--- src/rtl/prog_loader_pkg.sv ---
// Shared definitions for the program loader.
//   state_t           : loader FSM states
//   DEFAULT_MEM_WORDS : default instruction-memory depth in 32-bit words
//   BYTES_PER_WORD    : bytes assembled into each instruction word
package prog_loader_pkg;

  typedef enum logic [1:0] {
    IDLE    = 2'd0,
    COLLECT = 2'd1,
    WRITE   = 2'd2,
    FINISH  = 2'd3
  } state_t;

  localparam int DEFAULT_MEM_WORDS = 64;
  localparam int BYTES_PER_WORD    = 4;

endpackage

--- src/rtl/prog_loader_word_assembler.sv ---
// Assembles a little-endian byte stream into 32-bit words.
// Ports:
//   clk, reset : clock and synchronous active-high reset
//   clear      : restart the byte counter at lane 0
//   load       : accept byte_in into the lane selected by the byte counter
//   byte_in    : incoming byte
//   word       : assembled word, lane k on bits [8k+7:8k]
//   full       : the byte accepted this cycle completes the word
module word_assembler
  import prog_loader_pkg::*;
(
  input  logic        clk,
  input  logic        reset,
  input  logic        clear,
  input  logic        load,
  input  logic [7:0]  byte_in,
  output logic [31:0] word,
  output logic        full
);

  localparam int CW = $clog2(BYTES_PER_WORD);

  logic [CW-1:0] byte_cnt_reg;

  // Combinational so the FSM can leave COLLECT on the same edge that
  // captures the last byte.
  assign full = load && (byte_cnt_reg == CW'(BYTES_PER_WORD - 1));

  always_ff @(posedge clk) begin
    if (reset) begin
      byte_cnt_reg <= '0;
    end else if (clear) begin
      byte_cnt_reg <= '0;
    end else if (load) begin
      byte_cnt_reg <= byte_cnt_reg + 1'b1;
    end
  end

  generate
    for (genvar gi = 0; gi < BYTES_PER_WORD; gi++) begin : g_lane
      logic [7:0] lane_reg;

      always_ff @(posedge clk) begin
        if (reset) begin
          lane_reg <= '0;
        end else if (load && (byte_cnt_reg == CW'(gi))) begin
          lane_reg <= byte_in;
        end
      end

      assign word[8*gi +: 8] = lane_reg;
    end
  endgenerate

endmodule

--- src/rtl/prog_loader.sv ---
// Loads a program from a byte stream into instruction memory while holding
// the processor core in reset.
// Ports:
//   clk, reset           : clock and synchronous active-high reset
//   start, len_words     : load request and its length in words
//   byte_valid/byte_data : byte source, byte_ready is the handshake back
//   imem_we/addr/wdata   : instruction-memory write port
//   core_reset           : held high until a load completes, and during loads
//   busy                 : a load is in progress
//   done                 : one-cycle pulse when a load completes
//   err                  : one-cycle pulse when a start is rejected
module prog_loader
  import prog_loader_pkg::*;
#(
  parameter int MEM_WORDS = DEFAULT_MEM_WORDS,
  parameter int AW        = $clog2(MEM_WORDS)
) (
  input  logic          clk,
  input  logic          reset,
  input  logic          start,
  input  logic [AW:0]   len_words,
  input  logic          byte_valid,
  input  logic [7:0]    byte_data,
  output logic          byte_ready,
  output logic          imem_we,
  output logic [AW-1:0] imem_addr,
  output logic [31:0]   imem_wdata,
  output logic          core_reset,
  output logic          busy,
  output logic          done,
  output logic          err
);

  localparam logic [AW:0] MAX_LEN = (AW+1)'(MEM_WORDS);

  state_t        state_reg;
  logic [AW:0]   len_reg;
  logic [AW-1:0] word_cnt_reg;
  logic          loaded_reg;
  logic          byte_ready_reg;
  logic          we_reg;
  logic          busy_reg;
  logic          done_reg;
  logic          err_reg;

  logic          len_ok;
  logic          accept_start;
  logic          byte_accept;
  logic          asm_clear;
  logic          word_full;
  logic          last_word;
  logic [31:0]   word;

  assign len_ok       = (len_words != '0) && (len_words <= MAX_LEN);
  assign accept_start = (state_reg == IDLE) && start && len_ok;
  // byte_ready_reg is only ever set while in COLLECT.
  assign byte_accept  = byte_valid && byte_ready_reg;
  assign asm_clear    = accept_start || (state_reg == WRITE);
  assign last_word    = ({1'b0, word_cnt_reg} == (len_reg - 1'b1));

  word_assembler u_word_assembler (
    .clk     (clk),
    .reset   (reset),
    .clear   (asm_clear),
    .load    (byte_accept),
    .byte_in (byte_data),
    .word    (word),
    .full    (word_full)
  );

  // Every output is set on the edge that enters the state it belongs to,
  // so they stay registered and aligned with state_reg.
  always_ff @(posedge clk) begin
    if (reset) begin
      state_reg      <= IDLE;
      len_reg        <= '0;
      word_cnt_reg   <= '0;
      loaded_reg     <= 1'b0;
      byte_ready_reg <= 1'b0;
      we_reg         <= 1'b0;
      busy_reg       <= 1'b0;
      done_reg       <= 1'b0;
      err_reg        <= 1'b0;
    end else begin
      we_reg   <= 1'b0;
      done_reg <= 1'b0;
      err_reg  <= 1'b0;
      case (state_reg)
        IDLE: begin
          if (start) begin
            if (len_ok) begin
              len_reg        <= len_words;
              word_cnt_reg   <= '0;
              byte_ready_reg <= 1'b1;
              busy_reg       <= 1'b1;
              state_reg      <= COLLECT;
            end else begin
              err_reg <= 1'b1;
            end
          end
        end
        COLLECT: begin
          if (word_full) begin
            byte_ready_reg <= 1'b0;
            we_reg         <= 1'b1;
            state_reg      <= WRITE;
          end
        end
        WRITE: begin
          if (last_word) begin
            done_reg  <= 1'b1;
            state_reg <= FINISH;
          end else begin
            word_cnt_reg   <= word_cnt_reg + 1'b1;
            byte_ready_reg <= 1'b1;
            state_reg      <= COLLECT;
          end
        end
        FINISH: begin
          loaded_reg <= 1'b1;
          busy_reg   <= 1'b0;
          state_reg  <= IDLE;
        end
        default: begin
          state_reg <= IDLE;
        end
      endcase
    end
  end

  assign byte_ready = byte_ready_reg;
  assign imem_we    = we_reg;
  assign imem_addr  = word_cnt_reg;
  assign imem_wdata = word;
  assign busy       = busy_reg;
  assign done       = done_reg;
  assign err        = err_reg;
  assign core_reset = !loaded_reg || busy_reg;

endmodule

--- config.mk ---
export PLATFORM = sky130hd
export DESIGN_NAME = prog_loader
export DESIGN_NICKNAME = d
export VERILOG_FILES = /design/src/rtl/prog_loader_pkg.sv /design/src/rtl/prog_loader_word_assembler.sv /design/src/rtl/prog_loader.sv
export SDC_FILE = /design/constraint.sdc
export NUM_CORES = 1
export LEC_CHECK = 0
export CAP_MARGIN = 20
export CORE_ASPECT_RATIO = 1.2
export CORE_MARGIN = 2
export CORE_UTILIZATION = 43
export CTS_CLUSTER_DIAMETER = 60
export DETAILED_ROUTE_END_ITERATION = 8
export PLACE_DENSITY = 0.72
export SYNTH_ARGS = -nofsm -noshare
export SYNTH_HDL_FRONTEND = slang
export SYNTH_SLANG_ARGS = --single-unit
--- constraint.sdc ---
create_clock -name clk -period 2.05 [get_ports clk]
set_input_delay 0.41 -clock clk [delete_from_list [all_inputs] [get_ports clk]]
set_output_delay 0.41 -clock clk [all_outputs]
set_load 0.1 [all_outputs]
# [Word level (Yosys, flattened, before mapping)]
# Cells that the tools add are included.
[totals] reg_bits=55 inputBits=19 output_inout_bits=44 wordCells=77
[classes] n_addsub=3 n_lt_le_gt_ge=1 eq_ne=11 mux=18 bitwise_logic=4 n_reduce_logical=26
[ops] op="two-way mux 6 bit" n=3
[ops] op="case mux 6 bit (2 select lines)" n=1
[ops] op="AND reduction 3 bit" n=3
[ops] op="equality test 2 bit (second input constant)" n=4
[ops] op="logical AND 1 bit" n=8
[ops] op="two-way mux 2 bit" n=4
[ops] op="case mux 2 bit (4 select lines)" n=1
[ops] op="equality test 6 x 7 -> 1 bit" n=1
[ops] op="<= comparator 7 bit (second input constant)" n=1
[ops] op="two-way mux 1 bit" n=7
[ops] op="nonzero test 7 bit" n=1
[ops] op="subtractor 7 x 1 -> 7 bit (second input constant)" n=1
[ops] op="adder 6 x 1 -> 6 bit (second input constant)" n=1
[ops] op="inequality test 2 bit (second input constant)" n=3
[ops] op="OR reduction 2 bit" n=3
[ops] op="AND reduction 5 bit" n=1
[ops] op="equality test 2 x 1 -> 1 bit (second input constant)" n=2
[ops] op="zero test 2 bit" n=2
[ops] op="inverter 1 bit" n=4
[ops] op="AND reduction 4 bit" n=1
[ops] op="nonzero test 2 bit" n=2
[ops] op="case mux 1 bit (3 select lines)" n=1
[ops] op="nonzero test 3 bit" n=1
[ops] op="OR reduction 3 bit" n=1
[ops] op="other kinds (5)" n=6

# [Depth between registers and ports, before layout]
[depth] ltp_word=5 ltp_mapped=9 ltp_nobuf=8

# [Hierarchy]
# A second synthesis with hierarchy kept.
[hier_totals] cells_unflattened=246 hier_area_um2=2462.4
[by_module_without_submodules] module="word_assembler" instances=1 cells_each=128 area_each_um2=1416.4 seq_area_each_um2=680.7
[by_module_without_submodules] module="prog_loader" instances=1 cells_each=118 area_each_um2=1046.0 seq_area_each_um2=420.4

# [Least setup slack after synthesis]
# OpenSTA, ideal clock, no wires.
[synth_path] path_type="register to register" start="reg word_cnt_reg[5] (netlist: imem_addr[5])" end="reg word_cnt_reg[5] (netlist: imem_addr[5])" setup_ns=0.122 t_arrival_ns=2.400 path_slack_ns=-0.472 stages_incl_launch_ff=7 n_path_buf=0 synth_period_minus_slack_ns=2.522 path_cell_list="dfxtp_1 > inv_1 > o2111ai_1 > a211oi_1 > o311a_1 > or4_1 > mux2i_1"
[synth_between] elab_chain_len=3 elab_cells_between_ends=6 classes_between="1 x add/sub; 2 x eq/ne; 2 x mux; 1 x reduce/logical"
[synth_rtl] item="from (decl)" line_no="prog_loader.sv:38" text="logic [AW-1:0] word_cnt_reg;"
[synth_rtl] item="from (signal assigned)" line_no="prog_loader.sv:114" text="word_cnt_reg <= word_cnt_reg + 1'b1;"
[synth_rtl] item="adder 6 x 1 -> 6 bit or equality test 6 x 7 -> 1 bit (tied branches)" line_no="prog_loader.sv:114, prog_loader.sv:59"
[synth_rtl] item="two-way mux 6 bit or inequality test 2 bit (tied branches)"
[synth_rtl] item="case mux 6 bit (2 select lines) or AND reduction 4 bit (tied branches)"
# Parallel ways exist; a longest one is shown, timed or not. The select of a mux whose other input is x is not followed.
# A chain may end at the register's enable or synchronous reset.

# [Worst setup path after layout]
[layout_path] start="reg len_reg[4]" end="reg word_cnt_reg[5] (netlist: imem_addr[5])"
[layout_between] elab_chain_len=4
[layout_rtl] item="from (decl)" line_no="prog_loader.sv:37" text="logic [AW:0] len_reg;"
[layout_rtl] item="from (signal assigned)" line_no="prog_loader.sv:92" text="len_reg <= len_words;"
[layout_rtl] item="subtractor 7 x 1 -> 7 bit" line_no="prog_loader.sv:59" text="assign last_word = ({1'b0, word_cnt_reg} == (len_reg - 1'b1));"
[layout_rtl] item="equality test 6 x 7 -> 1 bit" line_no="prog_loader.sv:59"
[layout_rtl] item="inequality test 2 bit (no source line)"
[layout_rtl] item="AND reduction 4 bit (no source line)"
# No other way between the ends.

==> reports/qor.csv <==
metric,value,unit
fin_tns_setup,-96.4,ps
drv_cap,0,
dpl_cell_area,3160,um2
largest_register_ffs,32,
drive_gt1_frac,0.332,
synthAdderAreaFrac,0.0316,
final_common_cell,buf_4,
dp_hpwl,4.21,mm
final_cell_mix,"71 x buf_4, 47 x dfxtp_1, 37 x nor2_1",
grt_start_max_net_pins,33,
worstPathRequired,2280,ps
grt_setup_unrepaired,yes,
synthDominantAreaCellType,dfxtp_1,
ant_nets,0,
min_period,2150,ps
setup_viol,1,
clockBufferDepth,2,
synth_area,2380,um2
wl_met1,2.61,mm
violations,negative setup slack,
crit_path_max_fanout,3,
irDropWorstVdd,0.000437,V
ioPinCount,63,
synth_nets,287,
numCtsBuffers,5,
critical_path.endpoint_type,register,
synth_mux_area_frac,0.143,
initialDrtViolationCount,62,
via_per_inst,5.21,
syn_inst,262,
yosys_warnings,0,
grt_usage,0.196,
grt_pass1_vias,2084,
h-tree-depth,2,
hold_buffers,0,
dr.pass1.iters,4,
place_congestion,0.812,
synth_area_leaders,"dfxtp_1 46%, mux2i_1 14%, nor2_1 6.0%",
die_h,85.4,um
dieWidth,71.9,um
finalHoldViolCount,0,
grt_pass1_wl,9.63,mm
outcome,"finished, violations left",
synth_top_family_by_area,simple AND/OR/NAND/NOR gates,
fillerInstances,462,
postLayoutCellArea,3420,um2
start_util,0.449,
fmax,466,MHz
fin_skew,6.75,ps
period_share,1.05,
cts.sinks,55,
ys_types,36,
wl_met2,2.89,mm
p_leak,1.60,nW
area_delta_synth_final,43.9,%
cts_tree,built,
crit_arrival,2380,ps
placed_cells,401,
synth_compound_area_frac,0.0974,
maxUsedRoutingLayer,met4,
crit_type,register to register,
multiInputGateArea,1360,um2
tightestPinTransition,433,ps
root_buffer,clkbuf_8,
syn_area_per_cell,9.07,um2
port_buffers,62,
synth-xor-area-share,0.0258,
antenna_cells,0,
grt_antenna_before_repair,0,
worst_hold_slack,354,ps
core,5300,um2
drc,0,
path_clk_slew,100,ps
setup_ws,-96.4,ps
fp-row-count,29,
regArea,1110,um2
place_ws,-637,ps
final-instance-count-excl-fill,414,
overflow,0,
routed_wl,5.91,mm
fin_nets,376,
slew_headroom,0.710,
hp-class,input port to register,
fp.dieArea,6140,um2
yosys.area_share.simple,0.212,
synth-seq-cells,55,
synth-seq-area-share,0.463,
slew_violations,0,
startpoint_type,register,
netlist.area_leader.share,0.463,
num_vias,2156,
powerDensity,620,nW/um2
final_util,0.645,
avgRoutedWirePerCell,14.3,um
clk_latency,310,ps
met3WireLength,364,um
total_power,2.12,mW
## critical path: stages (launching register included)
cell	delay (ps)
dfxtp_2	330
or3_4	410
o21bai_4	180
nor4b_4	130
o311a_1	330
or4_4	520
mux2i_1	180
## cells in the mapped netlist
cell / number
and2b_1: 1
and3_1: 2
or4_1: 3
o311a_1: 1
o21ai_0: 4
nor2_1: 38
and2_1: 2
dfxtp_1: 55
ha_1: 6
o311ai_1: 1
mux2i_1: 34
nor3_1: 5
or3_4: 1
nand2_1: 29
nor2b_1: 2
a211oi_1: 1
nor4b_1: 1
nand3_2: 1
and3b_1: 1
or2_2: 2
clkbuf_1: 10
o21bai_1: 2
a22oi_1: 2
a21o_1: 1
nand2b_1: 4
nand3b_1: 1
or3_1: 3
inv_1: 7
o31ai_2: 2
a221oi_1: 1
nor4_1: 1
a31oi_1: 4
a21oi_1: 16
xnor2_1: 7
nand3_1: 10
o2111ai_1: 1
## area by class of cell
cell class,instances,share of cell area
clock buffer,6,0.0241
clock inverter,2,0.00476
inverter,7,0.00768
multi-input combinational,190,0.396
sequential,55,0.325
tap,62,0.0227
timing repair buffer,92,0.220
## layer usage
layer	vias up	global-route usage
li1	1083	-
met1	1005	0.238
met2	61	0.335
met3	7	0.0606
met4	0	0.0480
met5	-	0
## timing repair
| action | in CTS | in global routing |
|---|---|---|
| buffers inserted | 4 | 1 |
| endpoints found under the setup margin | 17 | 7 |
| pin swaps | 14 | 11 |
| gates resized for setup | 31 | 11 |
| gates cloned | 0 | 0 |
## path summary, 6_finish.rpt
| kind | startpoint | to | slack (ps) | cells past startpoint |
|---|---|---|---|---|
| worst max register to register | len_reg[4] | imem_addr[5] | -100 | 6 |
| worst min register to register | u_word_assembler.g_lane[3].lane_reg[6] | u_word_assembler.g_lane[3].lane_reg[6] | 460 | 2 |
| worst max-delay path | len_reg[4] | imem_addr[5] | -100 | 6 |
| worst min-delay path | len_words[0] | len_reg[0] | 350 | 3 |
## cell families after synthesis
group | Yosys count
xor gates and xnor gates | 7
buffers and inverters | 17
muxes | 34
adders and majority gates | 6
AOI/OAI and AO/OA | 36
DFF | 55
and+or+nand+nor | 107
## power breakdown
part	switching, mW	leakage (nW)	total [mW]	internal, mW
Sequential	0.0196	0.449	1.11	1.09
Clock	0.363	0.0474	0.640	0.277
Combinational	0.211	1.11	0.372	0.161
Total	0.593	1.60	2.12	1.53
Note: power is estimated with default switching activity, not from simulation.
